[config.mk]
export PLATFORM = sky130hd
export DESIGN_NAME = mem_interface
export DESIGN_NICKNAME = d
export VERILOG_FILES = /design/src/rtl/mem_interface.sv
export SDC_FILE = /design/constraint.sdc
export NUM_CORES = 1
export LEC_CHECK = 0
export ABC_AREA = 1
export BUFFER_PORTS_ARGS = -buffer_cell sky130_fd_sc_hd__buf_2
export CAP_MARGIN = 10
export CORE_MARGIN = 4
export CORE_UTILIZATION = 40
export DETAILED_ROUTE_END_ITERATION = 10
export GPL_TIMING_DRIVEN = 0
export HOLD_SLACK_MARGIN = 0.08
export PLACE_DENSITY = 0.76
export SLEW_MARGIN = 20
export SYNTH_ARGS = -nofsm -noshare
export SYNTH_HDL_FRONTEND = slang
export SYNTH_SLANG_ARGS = --single-unit
[constraint.sdc]
create_clock -name i_clk -period 6.2 [get_ports i_clk]
set_clock_uncertainty 0.15 [all_clocks]
set_input_delay 0.62 -clock i_clk [delete_from_list [all_inputs] [get_ports i_clk]]
set_output_delay 0.62 -clock i_clk [all_outputs]
set_load 0.005 [all_outputs]
[src/rtl/mem_interface.sv]
// mem_interface: memory-side stage of the multicycle RV32I core; turns
// IRWrite/MemWrite/MemRead strobes into one valid/ready bus transaction.
// Owns the instruction register (+OldPC) and the memory data register.
// Ports: i_clk/i_rst (async, active-high); control strobes i_IRWrite,
//   i_MemWrite, i_MemRead, i_AdSrc; operands i_pc, i_result, i_wdata,
//   i_funct3; bus o_bus_req/we/addr/wdata/be, i_bus_ready/rvalid/rdata;
//   results o_instr, o_old_pc, o_data; status o_stall, o_done,
//   o_misalign, o_bus_err.
// Optional: define MEM_TIMEOUT_EN to abort after TIMEOUT cycles.

module mem_interface #(
    parameter int          ADDR_W    = 32,
    parameter int          TIMEOUT   = 16,
    parameter logic [31:0] NOP_INSTR = 32'h00000013
) (
    input  logic              i_clk,
    input  logic              i_rst,
    input  logic              i_IRWrite,
    input  logic              i_MemWrite,
    input  logic              i_MemRead,
    input  logic              i_AdSrc,
    input  logic [31:0]       i_pc,
    input  logic [31:0]       i_result,
    input  logic [31:0]       i_wdata,
    input  logic [2:0]        i_funct3,
    output logic              o_bus_req,
    output logic              o_bus_we,
    output logic [ADDR_W-1:0] o_bus_addr,
    output logic [31:0]       o_bus_wdata,
    output logic [3:0]        o_bus_be,
    input  logic              i_bus_ready,
    input  logic              i_bus_rvalid,
    input  logic [31:0]       i_bus_rdata,
    output logic [31:0]       o_instr,
    output logic [31:0]       o_old_pc,
    output logic [31:0]       o_data,
    output logic              o_stall,
    output logic              o_done,
    output logic              o_misalign,
    output logic              o_bus_err
);

    typedef enum logic [1:0] {
        IDLE,
        REQ,
        WAIT_RD,
        DONE
    } state_t;

    state_t state_q, state_d;

    logic [ADDR_W-1:0] addr_q, addr_d;
    logic              we_q, we_d;
    logic [3:0]        be_q, be_d;
    logic [31:0]       wdata_q, wdata_d;
    logic              fetch_q, fetch_d;
    logic [1:0]        size_q, size_d;
    logic              uns_q, uns_d;
    logic [1:0]        off_q, off_d;
    logic [31:0]       instr_q, instr_d;
    logic [31:0]       old_pc_q, old_pc_d;
    logic [31:0]       data_q, data_d;

`ifdef MEM_TIMEOUT_EN
    localparam int CNT_W = $clog2(TIMEOUT + 1);
    logic [CNT_W-1:0] cnt_q, cnt_d;
    logic             err_q, err_d;
`endif

    logic        start;
    logic        is_fetch;
    logic        is_store;
    logic [31:0] sel_addr;
    logic [1:0]  sel_size;
    logic        misal;
    logic [3:0]  sel_be;
    logic [31:0] sel_wdata;
    logic        capture;

    // Fetch wins over store, store over load.
    assign start    = i_IRWrite | i_MemWrite | i_MemRead;
    assign is_fetch = i_IRWrite;
    assign is_store = ~i_IRWrite & i_MemWrite;
    assign sel_addr = i_AdSrc ? i_result : i_pc;
    assign sel_size = is_fetch ? 2'b10 : i_funct3[1:0];

    // Size code 2'b11 is not a legal RV32I access; it behaves as a word.
    assign misal = ((sel_size == 2'b01) & sel_addr[0]) |
                   (sel_size[1] & (sel_addr[1:0] != 2'b00));

    always_comb begin
        sel_be    = 4'b1111;
        sel_wdata = i_wdata;
        if (is_store) begin
            case (sel_size)
                2'b00: begin
                    sel_be    = 4'b0001 << sel_addr[1:0];
                    sel_wdata = {4{i_wdata[7:0]}};
                end
                2'b01: begin
                    sel_be    = 4'b0011 << sel_addr[1:0];
                    sel_wdata = {2{i_wdata[15:0]}};
                end
                default: begin
                    sel_be    = 4'b1111;
                    sel_wdata = i_wdata;
                end
            endcase
        end
    end

    function automatic logic [31:0] load_ext(
        input logic [31:0] rdata,
        input logic [1:0]  off,
        input logic [1:0]  size,
        input logic        uns
    );
        logic [31:0] lane;
        lane = rdata >> {off, 3'b000};
        case (size)
            2'b00:   load_ext = {{24{lane[7] & ~uns}}, lane[7:0]};
            2'b01:   load_ext = {{16{lane[15] & ~uns}}, lane[15:0]};
            default: load_ext = lane;
        endcase
    endfunction

    always_comb begin
        state_d    = state_q;
        addr_d     = addr_q;
        we_d       = we_q;
        be_d       = be_q;
        wdata_d    = wdata_q;
        fetch_d    = fetch_q;
        size_d     = size_q;
        uns_d      = uns_q;
        off_d      = off_q;
        instr_d    = instr_q;
        old_pc_d   = old_pc_q;
        data_d     = data_q;
        o_bus_req  = 1'b0;
        o_stall    = 1'b0;
        o_done     = 1'b0;
        o_misalign = 1'b0;
        capture    = 1'b0;
`ifdef MEM_TIMEOUT_EN
        cnt_d      = cnt_q;
        err_d      = err_q;
`endif
        case (state_q)
            IDLE: begin
                if (start) begin
                    if (misal) begin
                        o_misalign = 1'b1;
                    end else begin
                        o_stall = 1'b1;
                        addr_d  = {sel_addr[ADDR_W-1:2], 2'b00};
                        we_d    = is_store;
                        be_d    = sel_be;
                        wdata_d = sel_wdata;
                        fetch_d = is_fetch;
                        size_d  = sel_size;
                        uns_d   = ~is_fetch & i_funct3[2];
                        off_d   = sel_addr[1:0];
                        state_d = REQ;
`ifdef MEM_TIMEOUT_EN
                        // Counts cycles elapsed since accept.
                        cnt_d   = CNT_W'(1);
                        err_d   = 1'b0;
`endif
                    end
                end
            end
            REQ: begin
                o_bus_req = 1'b1;
                o_stall   = 1'b1;
                if (i_bus_ready) begin
                    if (we_q) begin
                        state_d = DONE;
                    end else if (i_bus_rvalid) begin
                        capture = 1'b1;
                        state_d = DONE;
                    end else begin
                        state_d = WAIT_RD;
                    end
                end
            end
            WAIT_RD: begin
                o_stall = 1'b1;
                if (i_bus_rvalid) begin
                    capture = 1'b1;
                    state_d = DONE;
                end
            end
            DONE: begin
                o_done  = 1'b1;
                state_d = IDLE;
            end
            default: state_d = IDLE;
        endcase
`ifdef MEM_TIMEOUT_EN
        // A real completion in the last allowed cycle wins over the abort.
        if (((state_q == REQ) || (state_q == WAIT_RD)) &&
            (state_d != DONE)) begin
            if (cnt_q == CNT_W'(TIMEOUT - 1)) begin
                state_d = DONE;
                err_d   = 1'b1;
            end else begin
                cnt_d = cnt_q + 1'b1;
            end
        end
`endif
        if (capture) begin
            if (fetch_q) begin
                instr_d  = i_bus_rdata;
                old_pc_d = 32'(addr_q);
            end else begin
                data_d = load_ext(i_bus_rdata, off_q, size_q, uns_q);
            end
        end
    end

    always_ff @(posedge i_clk or posedge i_rst) begin
        if (i_rst) begin
            state_q  <= IDLE;
            addr_q   <= '0;
            we_q     <= 1'b0;
            be_q     <= 4'b0000;
            wdata_q  <= '0;
            fetch_q  <= 1'b0;
            size_q   <= 2'b00;
            uns_q    <= 1'b0;
            off_q    <= 2'b00;
            instr_q  <= NOP_INSTR;
            old_pc_q <= '0;
            data_q   <= '0;
        end else begin
            state_q  <= state_d;
            addr_q   <= addr_d;
            we_q     <= we_d;
            be_q     <= be_d;
            wdata_q  <= wdata_d;
            fetch_q  <= fetch_d;
            size_q   <= size_d;
            uns_q    <= uns_d;
            off_q    <= off_d;
            instr_q  <= instr_d;
            old_pc_q <= old_pc_d;
            data_q   <= data_d;
        end
    end

`ifdef MEM_TIMEOUT_EN
    always_ff @(posedge i_clk or posedge i_rst) begin
        if (i_rst) begin
            cnt_q <= '0;
            err_q <= 1'b0;
        end else begin
            cnt_q <= cnt_d;
            err_q <= err_d;
        end
    end

    assign o_bus_err = (state_q == DONE) & err_q;
`else
    assign o_bus_err = 1'b0;
`endif

    assign o_bus_we    = we_q;
    assign o_bus_addr  = addr_q;
    assign o_bus_wdata = wdata_q;
    assign o_bus_be    = be_q;
    assign o_instr     = instr_q;
    assign o_old_pc    = old_pc_q;
    assign o_data      = data_q;

endmodule
==> run summary <==
Max clock buf depth -> 2
First DRT Iteration DRCs -> 496
Slew HR -> 51.0%
Reported max-cap violation count -> 0
H-tree depth -> 4
Crit path time final -> 3130 ps
Outcome -> finished, final reports clean
Worst Tran Pin Value -> 735 ps
Cell count after synthesis -> 981
Number of filler cells placed in the layout -> 1922
Netlist area before placement -> 8170 um2
Skew-Pair Late Insertion Delay -> 420 ps
P_sw -> 1.94 mW
Arr. time, crit path -> 2360 ps
I/O pin count -> 309
Final count of pins violating max slew -> 0
Wl on met1 -> 10800 um
Largest stage delay on the critical path -> 420 ps
Standard-cell rows -> 52
Placed cell area -> 10100 um2
Area Growth Syn to Fin -> 30.6%
Achievable Freq -> 0.319 GHz
Sequential cell area -> 4230 um2
Synth cell types -> 30
Post-cts repair resize count -> 0
Top Layer Used -> met4
Combinational Power Share -> 40.3%
Routed wl met2 -> 12700 um
Syn. warnings -> 0
Worst path most repeated cell -> inv_1
Power Internal -> 3.12 mW
Post-CTS Repair Setup Buffers -> 0
Routed wl met3 -> 2060 um
Hold-fix buffer count after cts -> 0
Average wire per standard cell -> 16.6 um
Leading cell types in the layout, fill and taps excluded -> 350 x nand2_1, 326 x buf_2, 166 x dfrtp_1
Clock Pin Slew Worst Setup and Hold Paths -> 70 ps
Total vias in the final route -> 7833
CTS tree -> yes
Portion of total power attributed to sequential cells -> 38.2%
Commonest non-fill, non-tap cell in the layout -> nand2_1
Global-route total usage across every layer -> 23.1%
Count of clock tree sinks -> 169
Total of endpoints with negative setup slack in the final report -> 0
Clock power frac -> 21.5%
Number of synthesized register bits -> 169
Post-synthesis area per instance -> 8.33 um2
Weighted congestion at the end of routability-driven global placement -> 0.968
Wire length of the first global-routing pass -> 40800 um
Antenna Nets Post-Route -> 0
Power density of the placed cells -> 475 nW/um2
Pin count of the biggest net entering global routing -> 94
LEAKAGE -> 6.05 nW
Area of all placed cells without fillers -> 10700 um2
HPWL after detailed placement -> 20400 um
Master cell of the clock root buffer -> clkbuf_16
Path type of the worst setup path -> reg2out
Number of iterations in the first detailed-routing pass -> 5
Kind of path behind the tightest hold check -> in2async
Critical Path RT -> 5430 ps
Overall power after layout -> 5.07 mW
RSZ-0062 raised after global routing -> no
Initial antenna violation count -> 1
Post-route clock period utilization -> 50.5%
Total routed wirelength -> 26400 um
Fraction of final layout cells with drive strength greater than 1 -> 31.3%
Sequential-to-total area share from yosys stat -> 51.8%
Crit path buffers/inverters -> 5
Horizontal die dimension -> 151 um
Cell type of the slowest stage on the worst timing path -> dfrtp_1
I/O Buffers -> 302
Series of cell instances along the critical path -> inv_1 -> ha_1 -> inv_1 -> nor2_2 -> nand2_4 -> buf_8 -> buf_6 -> a21oi_2 -> buf_2
Clock buffers created by TritonCTS -> 17
Switching fraction of total power -> 38.3%
IR drop worst, VDD -> 213 uV
Cell family contributing the most delay on the critical path -> buffers and inverters
CP max FO -> 10
Multi-input logic area -> 3230 um2
Final net count -> 1451
Capturing element type of the critical path -> primary output
Critical path launch point type -> flop
Via density per instance -> 4.92
Core region area -> 20200 um2
Detailed-route DRC error count -> 0
Vertical die dimension -> 151 um
Starting density of the core -> 40.5%
Via count of the first global-routing pass -> 7571
Number of hold-slack violations in the final timing report -> 0
Overflow after GRT -> 0
Die outline area -> 22800 um2
-- cell type report --
type	instances	share of cell area, %
Antenna cell	1	0.0235
Buffer	62	3.59
Clock buffer	22	4.26
Clock inverter	10	1.34
Inverter	91	3.27
Multi-Input combinational cell	663	30.2
Sequential cell	169	39.7
Tap cell	270	3.17
Timing Repair Buffer	303	14.4
-- synth_stat cells, drive strengths merged --
master	number	area share, %
a21oi	6	0.41
inv	91	4.2
mux2i	30	3.7
dfrtp	166	51
o21ai	168	11
clkbuf	19	0.87
o211ai	15	1.4
nor3	4	0.31
conb	1	0.046
buf	43	3.8
nand4	3	0.23
dfstp	3	0.97
nand2	358	17
ha	5	0.77
nor2	10	0.75
nand3	58	3.6
o22ai	1	0.077
-- through the flow --
stage	setup slack (ps)	util [%]	std cells	TNS (ps)	hold WS, ps
global route	2870	52.9	1590	0	182
floorplan	860	-	985	0	309
detailed placement	3440	49.9	1558	0	305
finish	3070	52.9	1591	0	126
global placement	-1040	49.7	1557	-169870	304
CTS	3040	52.9	1590	0	161
-- registers in the layout, summed over array words and instances (netlist names) --
name,cells
o_bus_wdata,32
o_data,32
o_instr,32
o_bus_addr,30
o_old_pc,30
o_bus_be,4
off_q,2
size_q,2
state_q,2
fetch_q,1
o_bus_we,1
uns_q,1
-- final timing paths --
check | startpoint | endpoint | slack [ps] | depth (start not counted)
worst min-delay path | i_rst | o_old_pc[6]$_DFFE_PP0P_ | 130 | 2
worst max-delay path | state_q[0]$_DFFE_PP0P_ | o_stall | 3070 | 9
max in group asynchronous | i_rst | o_data[11]$_DFFE_PP0P_ | 4930 | 3
worst min register to register | o_bus_wdata[16]$_DFFE_PP0P_ | o_bus_wdata[16]$_DFFE_PP0P_ | 320 | 2
min in group i_clk | i_bus_rdata[4] | o_instr[4]$_DFFE_PP1P_ | 320 | 3
worst max register to register | state_q[1]$_DFFE_PP0P_ | o_old_pc[2]$_DFFE_PP0P_ | 3890 | 11
-- per-layer routing --
metal	track usage, %	vias to the layer above
met1	29.4	3655
li1	-	3790
met3	4.82	48
met4	9.11	0
met2	38.8	340
met5	0	-
-- kinds of logic after synthesis --
group | share of synthesized area (%)
other | 0.0459
DFF | 51.8
buffers and inverters | 8.87
adders and majority gates | 0.766
muxes | 3.68
AOI/OAI and AO/OA | 13.0
and+or+nand+nor | 21.8
-- power by group through the flow --
| stage | Clock, mW | Combinational [mW] | Sequential (mW) |
|---|---|---|---|
| 5_1_grt | 1.16 | 2.31 | 2.00 |
| 4_1_cts | 1.11 | 2.06 | 1.93 |
| 3_5_place_dp | 0 | 2.05 | 1.94 |
| 6_report | 1.09 | 2.04 | 1.94 |
| 2_1_floorplan | 0 | 1.09 | 1.95 |
| 3_3_place_gp | 0 | 2.01 | 1.93 |
-- worst reg2reg max path: stages, from the launching register on --
cell     delay, ps
dfrtp_1        430
inv_1          120
ha_1           190
inv_1           70
nor2_1          80
nand2_1         50
nand2_1         70
nand3_1        300
buf_2          320
buf_2          230
nand2_1         80
o21ai_0         90
Power figures use the tool's default switching activity.
